--- src/rtl/track_segment_arbiter.sv ---
// Round-robin owner of one single-track segment: grant, switch settle,
// occupancy watchdog with latched fault, dead time before the next grant.
//
// Ports:
//   Clock      in   rising-edge clock
//   RESET_N    in   asynchronous active-low reset
//   REQ        in   [NUM_TRAINS]   train i waiting at entry (level)
//   EXIT       in   [NUM_TRAINS]   train i sensed at exit (level)
//   FAULT_CLR  in   operator clear of a latched fault
//   SW         out  [SW_W]         switch setting = granted train index
//   D          out  [2*NUM_TRAINS] per-train drive, 01=go 00=stop
//   GRANT      out  [NUM_TRAINS]   one-hot segment owner, 0 when free
//   BUSY       out  arbiter not idle
//   FAULT      out  occupancy timeout latched
module track_segment_arbiter #(
    parameter int NUM_TRAINS     = 2,
    parameter int SETTLE_CYCLES  = 4,
    parameter int CLEAR_CYCLES   = 2,
    parameter int MAX_OCC_CYCLES = 1000,
    parameter int CNT_W          = 16,
    localparam int SW_W          = $clog2(NUM_TRAINS)
) (
    input  logic                    Clock,
    input  logic                    RESET_N,
    input  logic [NUM_TRAINS-1:0]   REQ,
    input  logic [NUM_TRAINS-1:0]   EXIT,
    input  logic                    FAULT_CLR,
    output logic [SW_W-1:0]         SW,
    output logic [2*NUM_TRAINS-1:0] D,
    output logic [NUM_TRAINS-1:0]   GRANT,
    output logic                    BUSY,
    output logic                    FAULT
);

    localparam int DW = 2 * NUM_TRAINS;

    typedef enum logic [2:0] {
        S_IDLE,
        S_SETTLE,
        S_OCC,
        S_CLEAR,
        S_FAULT
    } state_e;

    state_e                  state_q;
    logic [CNT_W-1:0]        timer_q;
    logic [SW_W-1:0]         ptr_q;
    logic [SW_W-1:0]         sw_q;
    logic [DW-1:0]           d_q;
    logic [NUM_TRAINS-1:0]   grant_q;
    logic                    busy_q;
    logic                    fault_q;

    logic                    pick_vld;
    logic [SW_W-1:0]         pick_idx;
    logic [SW_W-1:0]         ptr_d;
    logic [CNT_W-1:0]        timer_inc;
    int                      cand;

    // First requester at or above the pointer, wrapping to train 0.
    always_comb begin
        pick_vld = 1'b0;
        pick_idx = '0;
        cand     = 0;
        for (int i = 0; i < NUM_TRAINS; i++) begin
            cand = int'(ptr_q) + i;
            if (cand >= NUM_TRAINS) cand = cand - NUM_TRAINS;
            if (!pick_vld && REQ[cand]) begin
                pick_vld = 1'b1;
                pick_idx = SW_W'(cand);
            end
        end
    end

    assign ptr_d = (sw_q == SW_W'(NUM_TRAINS - 1)) ? '0 : sw_q + SW_W'(1);

    // Saturating count; never wraps back to zero.
    assign timer_inc = (timer_q == '1) ? timer_q : timer_q + CNT_W'(1);

    always_ff @(posedge Clock or negedge RESET_N) begin
        if (!RESET_N) begin
            state_q <= S_IDLE;
            timer_q <= '0;
            ptr_q   <= '0;
            sw_q    <= '0;
            d_q     <= '0;
            grant_q <= '0;
            busy_q  <= 1'b0;
            fault_q <= 1'b0;
        end else begin
            case (state_q)
                S_IDLE: begin
                    if (pick_vld) begin
                        state_q <= S_SETTLE;
                        timer_q <= '0;
                        sw_q    <= pick_idx;
                        grant_q <= NUM_TRAINS'(1) << pick_idx;
                        busy_q  <= 1'b1;
                    end
                end
                S_SETTLE: begin
                    // A train backing off before go must never see 01.
                    if (!REQ[sw_q]) begin
                        state_q <= S_IDLE;
                        timer_q <= '0;
                        grant_q <= '0;
                        busy_q  <= 1'b0;
                    end else if (timer_q == CNT_W'(SETTLE_CYCLES - 1)) begin
                        state_q <= S_OCC;
                        timer_q <= '0;
                        d_q     <= DW'(1) << {sw_q, 1'b0};
                    end else begin
                        timer_q <= timer_inc;
                    end
                end
                S_OCC: begin
                    // Exit beats a timeout landing on the same cycle.
                    if (EXIT[sw_q]) begin
                        state_q <= S_CLEAR;
                        timer_q <= '0;
                        d_q     <= '0;
                        grant_q <= '0;
                        ptr_q   <= ptr_d;
                    end else if (timer_q == CNT_W'(MAX_OCC_CYCLES - 1)) begin
                        state_q <= S_FAULT;
                        timer_q <= '0;
                        d_q     <= '0;
                        grant_q <= '0;
                        fault_q <= 1'b1;
                    end else begin
                        timer_q <= timer_inc;
                    end
                end
                S_CLEAR: begin
                    if (timer_q == CNT_W'(CLEAR_CYCLES - 1)) begin
                        state_q <= S_IDLE;
                        timer_q <= '0;
                        busy_q  <= 1'b0;
                    end else begin
                        timer_q <= timer_inc;
                    end
                end
                S_FAULT: begin
                    if (FAULT_CLR) begin
                        state_q <= S_IDLE;
                        timer_q <= '0;
                        busy_q  <= 1'b0;
                        fault_q <= 1'b0;
                    end
                end
                default: begin
                    state_q <= S_IDLE;
                    timer_q <= '0;
                    d_q     <= '0;
                    grant_q <= '0;
                    busy_q  <= 1'b0;
                    fault_q <= 1'b0;
                end
            endcase
        end
    end

    assign SW    = sw_q;
    assign D     = d_q;
    assign GRANT = grant_q;
    assign BUSY  = busy_q;
    assign FAULT = fault_q;

endmodule

--- config.mk ---
export PLATFORM = sky130hd
export DESIGN_NAME = track_segment_arbiter
export DESIGN_NICKNAME = d
export VERILOG_FILES = /design/src/rtl/track_segment_arbiter.sv
export SDC_FILE = /design/constraint.sdc
export NUM_CORES = 1
export LEC_CHECK = 0
export CORE_MARGIN = 2
export CORE_UTILIZATION = 60
export DETAILED_ROUTE_END_ITERATION = 16
export DONT_BUFFER_PORTS = 1
export GPL_TIMING_DRIVEN = 1
export HOLD_SLACK_MARGIN = 0.08
export PLACE_DENSITY = 0.88
export SYNTH_ARGS = -nofsm -noshare
export SYNTH_HDL_FRONTEND = slang
export SYNTH_SLANG_ARGS = --single-unit
export TNS_END_PERCENT = 100
--- constraint.sdc ---
create_clock -name Clock -period 4.33 [get_ports Clock]
set_input_delay 0.866 -clock Clock [delete_from_list [all_inputs] [get_ports Clock]]
set_output_delay 0.866 -clock Clock [all_outputs]
set_load 0.02 [all_outputs]
==> out/qor.yml, run 1 <==
outcome:
  status: "finished clean"
detailed_routing:
  dr.pass1.iters: 7
  num_vias: 1450
  post_drt_wl_per_cell_um: 16.33
  via_per_inst: 6.713
  top_layer_used: "met4"
  wl_met3_um: 182
  drc: 0
  postRouteAntennaNets: 0
  finalWirelength_mm: 3.528
  wl_met1_mm: 1.438
  wl_met2_mm: 1.837
  first_iter_violations: 110
timing:
  fin_crit_sh: 0.6042
  setup_viol: 0
  fin_crit_ns: 2.616
  fmax_mhz: 382.2
  fin_skew_ns: 0.008769
  setup_slack_ns: 1.714
  finalSetupTns_ns: 0
  rsz0062_at_grt: "false"
  finalHoldViolCount: 0
  worst_hold_slack_ns: 0.2032
  tightest_slew_ns: 0.6411
  relSlewSlack: 0.5681
  maxSlewViolCount: 0
logic_synthesis:
  synth.top_cells.by_count: "dfrtp_1 (27), nand2_1 (22), o21ai_0 (18), nor2_1 (15), nand3_1 (13)"
  synthArstFlopShare: 1.000
  synth_top_area_frac: 0.4215
  synth_top_area_cell: "dfrtp_1"
  synth.area.top_cells: "dfrtp_1 (42%), o21ai_0 (5.6%), nand2_1 (5.2%), nand3_1 (4.1%), nor2_1 (3.5%)"
  yosysSeqAreaShare: 0.4215
  synth_edf_count: 0
  syn_inst: 191
  syn_avg_cell_area_um2: 8.392
  yosys_register_bits: 27
  synth_ff_type: "dfrtp_1"
  synth_most_common_cell: "dfrtp_1"
  synth_area_mm2: 0.001603
  synth.distinct_cells: 43
  yosysWarningCount: 0
cells_and_area:
  num-nets-final: 196
  fillers: 212
  seq_area_um2: 675.6
  drive_gt1_frac: 0.04301
  area_delta_synth_final_pct: 0.7027
  multi_input_area_um2: 833.3
  diodes: 0
  final_cells: 216
  post-route-util: 0.6456
  design_area_mm2: 0.001614
place:
  dpl.hpwl_mm: 2.595
  post-place-cells: 212
  io_buffers: 0
  dp_slack_ns: 1.779
  gp_congestion: 0.9749
  place_area_mm2: 0.001588
worst_setup_path:
  cp_top_family: "simple AND/OR/NAND/NOR gates"
  critPathCaptureType: "flip-flop"
  start_kind: "flip-flop"
  criticalPathCategory: "reg -> reg"
  crit_chain: "nor4_1 -> nand4_1 -> nand3_1 -> nand3_1 -> a21o_1 -> a22o_1"
  crit_required_ns: 4.56
  worst-path-buf-inv: 0
  cpMostUsedCell: "nand3_1"
  cpMaxStageDelayCell: "nor4_1"
  slowest_delay_ns: 0.53
  crit_fanout: 17
  arrival_ns: 2.85
  r2r_slack_ns: 1.71
floorplan:
  fp.coreArea_mm2: 0.002500
  die_h_um: 55.69
  num_io_pins: 16
  die_w_um: 55.69
  row_count: 18
  dieArea_mm2: 0.003101
  initial_core_util: 0.6411
global_route:
  antenna_found_initial: 0
  grt_pass1_vias: 1381
  grt_pass1_wl_mm: 6.044
  grt.overflow.total: 0
  grt_max_degree: 28
  grt_usage: 0.2403
cts:
  cts_inserted_buffers: 3
  clockRootBuffer: "clkbuf_4"
  clk_pin_slew_ns: 0.14
  worstSkewPairLatency_ns: 0.33
  cts.hold.buffers_added: 0
  cts_tree: "yes"
  htree_levels: 1
  cts_setup_buffers: 0
  cts_resized: 0
  cts_buffer_depth: 2
  clock-sinks: 27
power:
  clockPowerShare: 0.126
  p_int_mw: 0.4769
  comb_power_share: 0.421
  power-per-cell-area_mw_per_mm2: 532.9
  p_leak_nw: 0.6811
  ir_worst_vdd_v: 0.0004532
  p_sw_frac: 0.4456
  seqPwrFrac: 0.453
  p_switching_mw: 0.3833
  power_mw: 0.8601
worst_hold_path:
  hold_path_class: "in -> async"
flow_run:
  maxCapViolCount: 0
[state kept, by name, indices dropped and copies added, names as in the netlist]
register  flops
GRANT         2
state_q       3
ptr_q         1
FAULT         1
D             2
BUSY          1
timer_q      16
SW            1
[final timing paths]
path,startpoint,cells after the start,endpoint
setup / recovery,timer_q[13],6,timer_q[13]
hold / removal,RESET_N,0,D[2]
setup reg to reg,timer_q[13],6,timer_q[13]
hold reg to reg,ptr_q,2,ptr_q
max in group asynchronous,RESET_N,0,BUSY
min in group Clock,ptr_q,2,ptr_q
[layout make-up]
| cell class | count | area share |
|---|---|---|
| Sequential cell | 27 | 0.4186 |
| Clock buffer | 4 | 0.01628 |
| Multi-Input combinational cell | 144 | 0.5163 |
| Inverter | 11 | 0.02558 |
| Tap cell | 30 | 0.02326 |
[kinds of logic after synthesis]
logic type | count (synthesis) | synth area share
buffers and inverters | 21 | 0.06089
muxes | 3 | 0.01952
xor gates and xnor gates | 1 | 0.005465
AOI/OAI and AO/OA | 51 | 0.2006
other | 1 | 0.002340
and+or+nand+nor | 85 | 0.2740
DFF | 27 | 0.4215
adders and majority gates | 2 | 0.01561
[per-layer routing]
layer  global-route usage  up-vias
li1                     -      683
met3              0.03023       12
met5                    0        -
met1               0.2958      694
met4              0.09059        0
met2               0.4269       61
[power by group through the flow]
| stage | registers (mW) | clock network [mW] | logic [mW] |
|---|---|---|---|
| finish | 0.390 | 0.108 | 0.363 |
| global placement | 0.389 | 0 | 0.338 |
| floorplan | 0.363 | 0 | 0.311 |
| detailed placement | 0.394 | 0 | 0.357 |
| CTS | 0.388 | 0.110 | 0.359 |
| global route | 0.399 | 0.119 | 0.412 |
[cell usage in the layout (no fill, tap or decap), types with 2 or more instances in the layout]
master / instances
nand4_1: 8
o21ai_0: 18
nor4b_1: 2
nor4_1: 2
a31oi_1: 3
clkbuf_4: 3
nor2_1: 15
a21oi_1: 11
inv_1: 11
nand3_1: 13
mux2i_1: 2
o22ai_1: 2
or3_1: 5
a21o_1: 2
ha_1: 2
a22o_1: 2
nand2b_1: 2
a21boi_0: 2
conb_1: 2
nor3b_1: 2
a32o_1: 2
nand2_1: 22
nor3_1: 5
and3_1: 4
dfrtp_1: 27
No activity file was read; power rests on OpenSTA's default activity.
==> inputs of run 2 (changes only) <==
- clock period: 4.33 -> 2.71 ns (I/O delays scaled with it)
==> run 2 against run 1 <==
Sequential power rose by 58%; die area is the same; worst setup slack got worse by 1.3 ns; worst hold slack improved by 0.086 ns; first-iteration DRC count decreased by 48%; critical endpoint is now timer_q[11]; sequential share of layout area is 1.1 points lower; global-route usage is 0.51 points higher; highest routed layer unchanged; final cell count up 1.9%; clock-buffer cell count stayed put; largest power group is now combinational logic; clock power up 60%.
==> out/qor.yml, run 2 (same netlist as run 1, synthesis figures left out) <==
timing:
  fin_crit_ns: 2.337  # -0.2792 ns
  setup_slack_ns: 0.3731  # -1.341 ns
  rsz0062_at_grt: "false"
  tightest_slew_ns: 0.6775  # +0.03634 ns
  setup_viol: 0  # unchanged
  fmax_mhz: 427.9  # +12%
  maxSlewViolCount: 0  # unchanged
  fin_skew_ns: 0.002641  # -0.006128 ns
  finalHoldViolCount: 0  # unchanged
  relSlewSlack: 0.5436  # -0.02448
  finalSetupTns_ns: 0  # unchanged
  fin_crit_sh: 0.8623  # +0.2582
power:
  p_leak_nw: 0.7049  # +3.5%
  p_int_mw: 0.7883  # +65%
  p_switching_mw: 0.6226  # +62%
  seqPwrFrac: 0.437  # -0.016
  p_sw_frac: 0.4413  # -0.004281
  comb_power_share: 0.441  # +0.020
  power-per-cell-area_mw_per_mm2: 850.4  # +60%
  ir_worst_vdd_v: 0.0005724  # +26%
  power_mw: 1.411  # +64%
  clockPowerShare: 0.122  # -0.004
detailed_routing:
  wl_met3_um: 181  # -0.55%
  finalWirelength_mm: 3.528  # unchanged
  wl_met2_mm: 1.839  # +0.11%
  drc: 0  # unchanged
  post_drt_wl_per_cell_um: 16.04  # -1.8%
  num_vias: 1450  # unchanged
  postRouteAntennaNets: 0  # unchanged
  top_layer_used: "met4"
  dr.pass1.iters: 4  # -3
  wl_met1_mm: 1.447  # +0.63%
  via_per_inst: 6.591  # -1.8%
  first_iter_violations: 57  # -48%
cells_and_area:
  multi_input_area_um2: 833.3  # unchanged
  num-nets-final: 200  # +2.0%
  diodes: 0  # unchanged
  area_delta_synth_final_pct: 3.513
  largestRegisters: "timer_q: 16 flops, state_q: 3 flops"
  mostFrequentLayoutCell: "dfrtp_1"
  final_cells: 220  # +1.9%
  fillers: 204  # -3.8%
  seq_area_um2: 675.6  # unchanged
  drive_gt1_frac: 0.05789  # +0.01488
  final_cell_mix: "dfrtp_1 (27), nand2_1 (22), o21ai_0 (18), nor2_1 (15), nand3_1 (13)"
  largest_register: "timer_q"
  largest_reg_flops: 16  # unchanged
worst_setup_path:
  worst-path-buf-inv: 1  # +1
  cp_top_family: "simple AND/OR/NAND/NOR gates"
  start_kind: "flip-flop"
  slowest_delay_ns: 0.47  # -0.06 ns
  rr_startpoint: "timer_q[13]"
  crit_chain: "nor4_1 -> nand4_1 -> nand3_1 -> nand3_1 -> buf_4 -> a21oi_1 -> o22ai_1"
  arrival_ns: 2.56  # -0.29 ns
  cpMaxStageDelayCell: "dfrtp_1"
  crit_fanout: 10  # -7
  criticalPathCategory: "reg -> reg"
  cpMostUsedCell: "nand3_1"
  startpoint: "timer_q[13]"
  crit_required_ns: 2.93  # -1.63 ns
  critPathCaptureType: "flip-flop"
floorplan:
  dieArea_mm2: 0.003101  # unchanged
  row_count: 18  # unchanged
  initial_core_util: 0.6411  # unchanged
  die_h_um: 55.69  # unchanged
  num_io_pins: 16  # unchanged
  fp.coreArea_mm2: 0.002500  # unchanged
  die_w_um: 55.69  # unchanged
cts:
  clockRootBuffer: "clkbuf_4"
  cts_resized: 0  # unchanged
  worstSkewPairLatency_ns: 0.32  # about the same
  clock-sinks: 27  # unchanged
  cts_tree: "yes"
  clk_pin_slew_ns: 0.14  # about the same
  htree_levels: 1  # unchanged
  cts_buffer_depth: 2  # unchanged
  cts_inserted_buffers: 3  # unchanged
place:
  io_buffers: 0  # unchanged
  gp_congestion: 0.9260  # -5.0%
  dpl.hpwl_mm: 2.607  # +0.47%
  post-place-cells: 214  # +0.94%
  dp_slack_ns: 0.4167  # -1.362 ns
worst_hold_path:
  hold_path_class: "in -> reg"
  min_from: "REQ[0]"
global_route:
  grt_usage: 0.2453  # +0.005064
  grt.overflow.total: 0  # unchanged
  antenna_found_initial: 0  # unchanged
  grt_pass1_vias: 1468  # +6.3%
  grt_pass1_wl_mm: 6.168  # +2.1%
  grt_max_degree: 28  # unchanged
outcome:
  status: "finished clean"
flow_run:
  maxCapViolCount: 0  # unchanged
run 2: repair_timing:
action	4_1_cts	5_1_grt
endpoints found under the setup margin	0	0
endpoints found under the hold margin	27	0
hold buffers	2	0
buffers inserted	0	0
run 2: layout make-up:
cell class / count / share of cell area
inverter: 11 / 0.02489
timing repair buffer: 4 / 0.02715
clock buffer: 4 / 0.01584
tap: 30 / 0.02262
sequential: 27 / 0.4072
multi-input combinational: 144 / 0.5023
run 2: path summary, 6_finish.rpt:
path / to / cells after the start / slack, ns
min in group asynchronous: FAULT / 2 / 0.63
min: SW / 1 / 0.29
max reg2reg: timer_q[11] / 7 / 0.37
max in group asynchronous: timer_q[1] / 2 / 1.93
min reg2reg: ptr_q / 2 / 0.57
max: timer_q[11] / 7 / 0.37
run 2: through the flow:
stage | utilization | hold WS (ns) | cell area, µm²
after CTS | 0.6637 | 0.2846 | 1659
after detailed placement | 0.6411 | 0.2470 | 1603
after floorplan | - | 0.2464 | 1607
after global routing | 0.6637 | 0.2836 | 1659
final | 0.6637 | 0.2896 | 1659
after global placement | 0.6411 | 0.2470 | 1603
run 2: power by group through the flow:
stage | Clock (mW) | Sequential, mW | Combinational, mW
2_1_floorplan | 0 | 0.580 | 0.497
3_3_place_gp | 0 | 0.621 | 0.565
3_5_place_dp | 0 | 0.626 | 0.598
4_1_cts | 0.179 | 0.617 | 0.614
5_1_grt | 0.191 | 0.635 | 0.705
6_report | 0.173 | 0.617 | 0.622
run 2: per-layer routing:
layer	global-route usage	up-vias
li1	-	692
met1	0.2855	697
met2	0.4456	52
met3	0.03488	9
met4	0.1045	0
met5	0	-
run 2: worst register-to-register path: stages, from the launching register on:
cell and delay (ns):
dfrtp_1 0.47, nor4_1 0.48, nand4_1 0.22, nand3_1 0.22, nand3_1 0.32, buf_4 0.29, a21oi_1 0.15, o22ai_1 0.10
